<file path="src/rtl/mmio_gpio_pkg.sv">
// Shared constants for the memory-mapped GPIO block: window location,
// register offsets and button count.
package mmio_gpio_pkg;

  localparam int GPIO_WINDOW_BITS = 3;
  localparam int GPIO_NUM_BTN     = 5;

  localparam logic [10:0] GPIO_BASE = 11'h7F8;

  typedef logic [GPIO_WINDOW_BITS-1:0] gpio_off_t;

  localparam gpio_off_t GPIO_OFF_LED   = 3'd0;
  localparam gpio_off_t GPIO_OFF_SW    = 3'd1;
  localparam gpio_off_t GPIO_OFF_BTN   = 3'd2;
  localparam gpio_off_t GPIO_OFF_PRESS = 3'd3;

endpackage

</file>
<file path="src/rtl/gpio_debounce.sv">
// One button channel: 2-flop synchronizer, stability counter and debounced
// level, plus a one-cycle pulse coincident with each 0->1 level change.
module gpio_debounce #(
  parameter int g_DB_BITS = 16
) (
  input  logic i_clk,
  input  logic i_rst,
  input  logic i_async,
  output logic o_level,
  output logic o_rise
);

  logic                 meta_q, sync_q;
  logic                 level_q, level_d;
  logic [g_DB_BITS-1:0] cnt_q, cnt_d, cnt_inc;

  assign cnt_inc = cnt_q + {{(g_DB_BITS-1){1'b0}}, 1'b1};

  // NOTE: every output of a combinational block is given a default first so
  // no path leaves it unassigned and no latch is inferred.
  always_comb begin
    cnt_d   = '0;
    level_d = level_q;
    if (sync_q != level_q) begin
      if (cnt_inc == '1) begin
        level_d = sync_q;
      end else begin
        cnt_d = cnt_inc;
      end
    end
  end

  // NOTE: state registers use non-blocking assignments so every flop samples
  // the pre-edge value of its neighbours, exactly like the hardware.
  always_ff @(posedge i_clk or posedge i_rst) begin
    if (i_rst) begin
      meta_q  <= 1'b0;
      sync_q  <= 1'b0;
      level_q <= 1'b0;
      cnt_q   <= '0;
    end else begin
      meta_q  <= i_async;
      sync_q  <= meta_q;
      level_q <= level_d;
      cnt_q   <= cnt_d;
    end
  end

  assign o_level = level_q;
  assign o_rise  = level_d & ~level_q;

endmodule

</file>
<file path="src/rtl/mmio_gpio.sv">
// GPIO peripheral sitting beside the data RAM: decodes an 8-word window and
// serves LED, switch, debounced button and sticky press-flag registers.
module mmio_gpio
  import mmio_gpio_pkg::*;
#(
  parameter int                g_ADDR      = 11,
  parameter int                g_WIDTH     = 9,
  parameter logic [g_ADDR-1:0] g_BASE      = GPIO_BASE,
  parameter logic [7:0]        g_LED_RESET = 8'h99,
  parameter int                g_DB_BITS   = 16
) (
  input  logic               i_clk,
  input  logic               i_rst,
  input  logic               i_en,
  input  logic               i_we,
  input  logic               i_re,
  input  logic [g_ADDR-1:0]  i_addr,
  input  logic [g_WIDTH-1:0] i_data,
  output logic [g_WIDTH-1:0] o_data,
  output logic               o_sel,
  output logic [7:0]         o_led,
  input  logic [7:0]         i_sw,
  input  logic [4:0]         i_btn
);

  logic      hit, wr, rd;
  gpio_off_t off;

  logic [7:0]              led_q, led_d;
  logic [7:0]              sw_meta_q, sw_sync_q;
  logic [GPIO_NUM_BTN-1:0] btn_level, btn_rise;
  logic [GPIO_NUM_BTN-1:0] press_q, press_d;
  logic [g_WIDTH-1:0]      rdata_q, rdata_d, rd_mux;
  logic                    sel_q, sel_d;

  // Bit 8 of the write data has no register behind it.
  logic unused_data;
  assign unused_data = ^i_data[g_WIDTH-1:8];

  assign hit = i_en && (i_addr[g_ADDR-1:GPIO_WINDOW_BITS] == g_BASE[g_ADDR-1:GPIO_WINDOW_BITS]);
  assign off = i_addr[GPIO_WINDOW_BITS-1:0];
  assign wr  = hit & i_we;
  assign rd  = hit & i_re;

  for (genvar b = 0; b < GPIO_NUM_BTN; b++) begin : g_btn
    gpio_debounce #(
      .g_DB_BITS(g_DB_BITS)
    ) u_db (
      .i_clk  (i_clk),
      .i_rst  (i_rst),
      .i_async(i_btn[b]),
      .o_level(btn_level[b]),
      .o_rise (btn_rise[b])
    );
  end

  always_comb begin
    rd_mux = '0;
    case (off)
      GPIO_OFF_LED:   rd_mux[7:0]              = led_q;
      GPIO_OFF_SW:    rd_mux[7:0]              = sw_sync_q;
      GPIO_OFF_BTN:   rd_mux[GPIO_NUM_BTN-1:0] = btn_level;
      GPIO_OFF_PRESS: rd_mux[GPIO_NUM_BTN-1:0] = press_q;
      default:        rd_mux                   = '0;
    endcase
  end

  always_comb begin
    led_d   = led_q;
    press_d = press_q;
    if (wr && off == GPIO_OFF_LED) begin
      led_d = i_data[7:0];
    end
    if (wr && off == GPIO_OFF_PRESS) begin
      press_d = press_q & ~i_data[GPIO_NUM_BTN-1:0];
    end
    // A rise landing in the same cycle as a clear must not be lost.
    press_d = press_d | btn_rise;
    sel_d   = rd;
    rdata_d = rd ? rd_mux : rdata_q;
  end

  always_ff @(posedge i_clk or posedge i_rst) begin
    if (i_rst) begin
      led_q     <= g_LED_RESET;
      sw_meta_q <= '0;
      sw_sync_q <= '0;
      press_q   <= '0;
      rdata_q   <= '0;
      sel_q     <= 1'b0;
    end else begin
      led_q     <= led_d;
      sw_meta_q <= i_sw;
      sw_sync_q <= sw_meta_q;
      press_q   <= press_d;
      rdata_q   <= rdata_d;
      sel_q     <= sel_d;
    end
  end

  assign o_led  = led_q;
  assign o_data = rdata_q;
  assign o_sel  = sel_q;

endmodule

</file>
<file path="config.mk">
export PLATFORM = sky130hd
export DESIGN_NAME = mmio_gpio
export DESIGN_NICKNAME = d
export VERILOG_FILES = /design/src/rtl/mmio_gpio_pkg.sv /design/src/rtl/gpio_debounce.sv /design/src/rtl/mmio_gpio.sv
export SDC_FILE = /design/constraint.sdc
export NUM_CORES = 1
export LEC_CHECK = 0
export ABC_AREA = 1
export CAP_MARGIN = 30
export CORE_UTILIZATION = 61
export CTS_BUF_LIST = sky130_fd_sc_hd__clkbuf_4
export DETAILED_ROUTE_END_ITERATION = 8
export PLACE_DENSITY = 0.93
export SYNTH_ARGS = -nofsm -noshare
export SYNTH_HDL_FRONTEND = slang
export SYNTH_SLANG_ARGS = --single-unit
export TNS_END_PERCENT = 50
</file>
<file path="constraint.sdc">
create_clock -name i_clk -period 5.6 [get_ports i_clk]
set_input_delay 1.68 -clock i_clk [delete_from_list [all_inputs] [get_ports i_clk]]
set_output_delay 1.68 -clock i_clk [all_outputs]
set_load 0.005 [all_outputs]
</file>
=== Word level (Yosys, flattened, before mapping) ===
Cells that the tools add are included.

* Mux-type cells: 23
* Equality and inequality tests: 14
* Bitwise gates (word level): 15
* Reduce and logical (&&, ||, !) cells: 4
* Add/subtract/negate cells: 5

{| class="wikitable"
|+ Operators with widths
! cell !! count
|-
| $mux W16 || 10
|-
| $add A16 B1 Y16 const B || 5
|-
| $eq A16 B16 Y1 const B || 5
|-
| $pmux W5 S4 || 1
|-
| $mux W1 || 10
|-
| $eq A8 B8 Y1 const B || 1
|-
| $and A1 B1 Y1 || 7
|-
| $eq A3 B2 Y1 const B || 2
|-
| $pmux W3 S2 || 1
|-
| $and A5 B5 Y5 || 1
|-
| $mux W5 || 1
|-
| $ne A1 B1 Y1 || 5
|-
| $not A1 Y1 || 5
|-
| $not A5 Y5 || 1
|-
| $or A5 B5 Y5 || 1
|-
| $eq A3 B1 Y1 const B || 1
|-
| $logic_and A1 B1 Y1 || 3
|-
| $logic_not A3 Y1 || 1
|}

* Input bits: 38
* Bits in registers: 133

=== Logic depth before layout (Yosys ltp) ===
* Depth in word-level cells: 6
* Mapped depth: 14

=== Cells and area by module ===
From an unflattened synthesis, not the netlist that was laid out.

* Cell total of the unflattened synthesis: 991
* Area, all modules: 7139.3 um2

{| class="wikitable"
|+ By module, submodules not included
! module !! area an instance (um2) !! cells each !! times used
|-
| gpio_debounce || 1109.8 || 162 || 5
|-
| mmio_gpio || 1590.3 || 181 || 1
|}

=== Least setup slack after synthesis ===
No wires, ideal clock.

* Kind: in2reg
* Start: in i_addr[4]
* End: reg rdata_q[0], in the netlist o_data[0]
* Stages: 7
* Data arrival time: 2.703 ns
* Buffers on the path: 0
* Slack: 2.833 ns
* Cells stage by stage: nand2_1 > nor3_1 > nand3_1 > nor2_2 > clkinv_1 > a31oi_1 > a21o_1

* Cells in the longest elaborated chain, start to end: 3

{| class="wikitable"
|+ RTL lines
! item !! line !! text
|-
| start, declared || mmio_gpio.sv:17 || <nowiki>input logic [g_ADDR-1:0] i_addr,</nowiki>
|-
| $eq A8 B8 Y1 || mmio_gpio.sv:40 || <nowiki>assign hit = i_en && (i_addr[g_ADDR-1:GPIO_WINDOW_BITS] == g_BASE[g_ADDR-1:GPIO_WINDOW_BITS]);</nowiki>
|-
| $logic_and A1 B1 Y1 || mmio_gpio.sv:40 ||
|-
| $and A1 B1 Y1 || mmio_gpio.sv:43 || <nowiki>assign rd = hit & i_re;</nowiki>
|-
| named net rd || mmio_gpio.sv:26 || <nowiki>logic hit, wr, rd;</nowiki>
|-
| end signal, assigned || mmio_gpio.sv:96 || <nowiki>rdata_q <= rdata_d;</nowiki>
|-
| end, declared || mmio_gpio.sv:33 || <nowiki>logic [g_WIDTH-1:0] rdata_q, rdata_d, rd_mux;</nowiki>
|}

The timed path passes the listed nets, and every way through them passes these cells.
A chain may end at the register's enable or synchronous reset.

=== Worst setup path after layout ===
* Start: reg led_q[3], in the netlist o_led[3]
* End: out o_led[3]

{| class="wikitable"
|+ RTL lines
! item !! line !! text
|-
| start, declared || mmio_gpio.sv:29 || <nowiki>logic [7:0] led_q, led_d;</nowiki>
|-
| start signal, assigned || mmio_gpio.sv:85 || <nowiki>led_q <= g_LED_RESET;</nowiki>
|-
| start signal, assigned || mmio_gpio.sv:92 || <nowiki>led_q <= led_d;</nowiki>
|-
| end, declared || mmio_gpio.sv:21 || <nowiki>output logic [7:0] o_led,</nowiki>
|}

No word-level cell between the ends.

==> impl_results.md <==
- TritonRoute pass-1 iters: 5
- Met3 routed WL: 1037 µm
- Highest routed layer: met4
- Worst Hold Class: reg -> reg
- Total Routing Usage GR: 0.2824
- Synth top area share: 0.4574
- Sequential area share after synthesis: 0.4723
- CP Data Arrival Time: 1.63 ns
- Cells after Synth: roughly 910
- Fmax: between 300 and 400 MHz
- Tmin final: between 3 and 4 ns
- Post-route ant nets: 0
- Final Non-Filler Cells: 1126
- Final Max Slew Viols: 0
- Routed WL: 15360 µm
- Synth area leaders: dfrtp_1, nand2_1, nor2_1
- YS warnings: 0
- Layout cell share with drive strength beyond 1: 0.1004
- Setup_tns: 0 ns
- Routed vias: 6083
- Die Wd: 109.6 µm
- Core area: around 0.011 mm²
- Die Area: approximately 0.012 mm²
- Top FF cell, synth: dfrtp_1
- DP HPWL: 10920 µm
- Clock skew: 0.01252 ns
- Pwr dens: approximately 210 mW/mm²
- CP required: around 3.9 ns
- Multi-input gate area: 0.003194 mm²
- Buffers on Ports: 53
- CP max FO: 3
- TritonCTS clock tree: done
- Max-Cap Viols: 0
- Met1 Routed Length: 6275 µm
- Root Buffer: clkbuf_4
- Skew-Pair Late Insertion Delay: between 0.5 and 0.6 ns
- R2R Setup Slk: 2.93 ns
- Hold path depth: 0
- Max_slew headroom: 0.3517
- Clock transition at the registers of the reported paths: around 0.09 ns
- Syn nets: 954
- Endpoint class of the critical path: output pin
- Post_cts resized: 0
- Iter 0 DRT Violations: roughly 410
- Num CTS Buffers: 17
- Async SR Flop Fraction: 1.000
- Cts hold-fix bufs: 0
- Final setup viols: 0
- Area growth syn-to-layout: 12.93%
- Routed WL per cell: roughly 14 µm
- Row count: 38
- Synth area leader: dfrtp_1
- CP Cell Sequence: clkdlybuf4s50_1
- WS Path Type: reg -> out
- Clock tree buffer depth: 2
- FILL cells: 781
- Storage cell area: around 0.0033 mm²
- Hold Crit Start: sw_meta_q[0]
- Post-synthesis cell type count: 38
- Actual slew at the worst max-slew pin: between 0.9 and 1 ns
- Max IR drop VDD: approximately 0.18 mV
- Vias in the first global route: roughly 5900
- Synthesized area per cell: 7.789 µm²
- EDFF count, synth: 0
- Synth Cell Area: 0.007057 mm²
- Worst R2R End: press_q[3]
- Met2 WL post-DR: ~7600 µm
- Hold EP: sw_sync_q[0]
- Leakage: between 3 and 4 nW
- Post-CTS setup buffers: 0
- Period Utilization, post-route: 0.5906
- Worst reg2reg path depth: 11
- Sink Count: approximately 130
- CP top delay family: flip-flops
- Initial antenna violation count: 0
- RSZ-0062 raised after global routing: no
- Routability cong.: roughly 0.87
- Largest net degree at the start of global routing: 109
- # DRC: 0
- Crit-path max cell delay: 0.56 ns
- Vias per cell: about 5.4
- GR Overflow Total: 0
- Antenna diodes: 0
- Critical path startpoint category: flop
- Synthesized flop and latch total: about 130
- Final Hold Viols: 0
- Initial Util: 0.6397
- Post-Place Cells: 1093
- FF-to-FF Start: g_btn[3].u_db.cnt_q[1]
- Io pins: 56
- Bufs and invs on worst path: 1
- Slowest-stage cell, CP: dfstp_2
- Status: complete, no violations
- CTS HTree Levels: 4
- First-pass GRT wire length: 25830 µm
- Die height: 109.6 µm
- Nets: just over 1000
[cell type report]
cell class,count,area share
clock buffers,24,0.02261
clock inverters,8,0.007537
inverters,117,0.05590
multi-input cells,647,0.4008
flip-flops and latches,133,0.4183
well taps,140,0.02198
repair buffers,57,0.07285
[layout by cell type (no fill, tap or decap), types with 10 or more instances in the layout]
master / n
nand2_1: 256
nor2_1: 150
dfrtp_1: 129
inv_1: 111
clkdlybuf4s50_1: 53
nand3_1: 46
nand4_1: 30
nor2_2: 29
clkbuf_4: 24
o21ai_0: 21
nor3_1: 18
xor2_1: 13
xnor2_1: 11
nand3b_1: 10
ha_1: 10
[flip-flops by register name, indices dropped and copies added, names as in the netlist, 5 cells and up]
signal	count
o_data	8
o_led	8
g_btn.u_db.o_level	5
g_btn.u_db.meta_q	5
sw_sync_q	8
g_btn.u_db.cnt_q	80
g_btn.u_db.sync_q	5
sw_meta_q	8
press_q	5
[stage by stage]
step | area (µm²) | total power, mW | util | hold slack (ns) | setup slack (ns)
6_report | 7969 | 1.667 | 0.7224 | 0.3560 | 2.293
5_1_grt | 7969 | 1.729 | 0.7224 | 0.3669 | 2.247
4_1_cts | 7941 | 1.671 | 0.7199 | 0.3569 | 2.285
3_5_place_dp | 7701 | 1.115 | 0.6982 | 0.3347 | 1.916
3_3_place_gp | 7701 | 1.110 | 0.6982 | 0.3320 | 1.964
2_1_floorplan | 7057 | 1.068 | - | 0.3312 | 0.3722
[cells in the mapped netlist (4+ instances only)]
library cell,count
xnor2_1,11
nor2_1,150
ha_1,10
nor2_4,6
nand3_1,46
nand2_1,256
nand3_2,5
o21ai_0,21
nand3b_1,10
a31oi_1,6
o21bai_1,5
nand4_1,30
nor3_1,18
dfrtp_1,129
dfstp_2,4
nand2_2,8
nor2_2,29
inv_1,112
xor2_1,13
[how the worst max path moves through the flow]
stage | from | depth (start not counted) | end
floorplan | i_rst | 1 | g_btn[0].u_db.cnt_q[0]
global placement | i_addr[0] | 4 | o_led[5]
detailed placement | i_addr[0] | 4 | o_led[6]
CTS | o_led[0] | 1 | o_led[0]
global route | o_led[3] | 1 | o_led[3]
finish | o_led[3] | 1 | o_led[3]
[layer usage]
| metal | GRT usage | up-vias |
|---|---|---|
| met5 | 0 | - |
| met4 | 0.1200 | 0 |
| met3 | 0.07113 | 41 |
| met2 | 0.4704 | 225 |
| met1 | 0.3508 | 2829 |
| li1 | - | 2988 |
[cells by family after synthesis]
group,Yosys count,synth area share
AOI/OAI and AO/OA,44,0.03777
xor gates and xnor gates,26,0.03440
adders and majority gates,10,0.01773
buffers and inverters,126,0.07500
DFF,133,0.4723
muxes,3,0.004787
other,1,0.0005314
and+or+nand+nor,563,0.3574
[power breakdown]
group / switching [mW] / internal [mW]
sequential: 0.0167 / 0.980
combinational: 0.0573 / 0.0447
clock: 0.322 / 0.247
total: 0.396 / 1.27
Note: power is estimated with default switching activity, not from simulation.
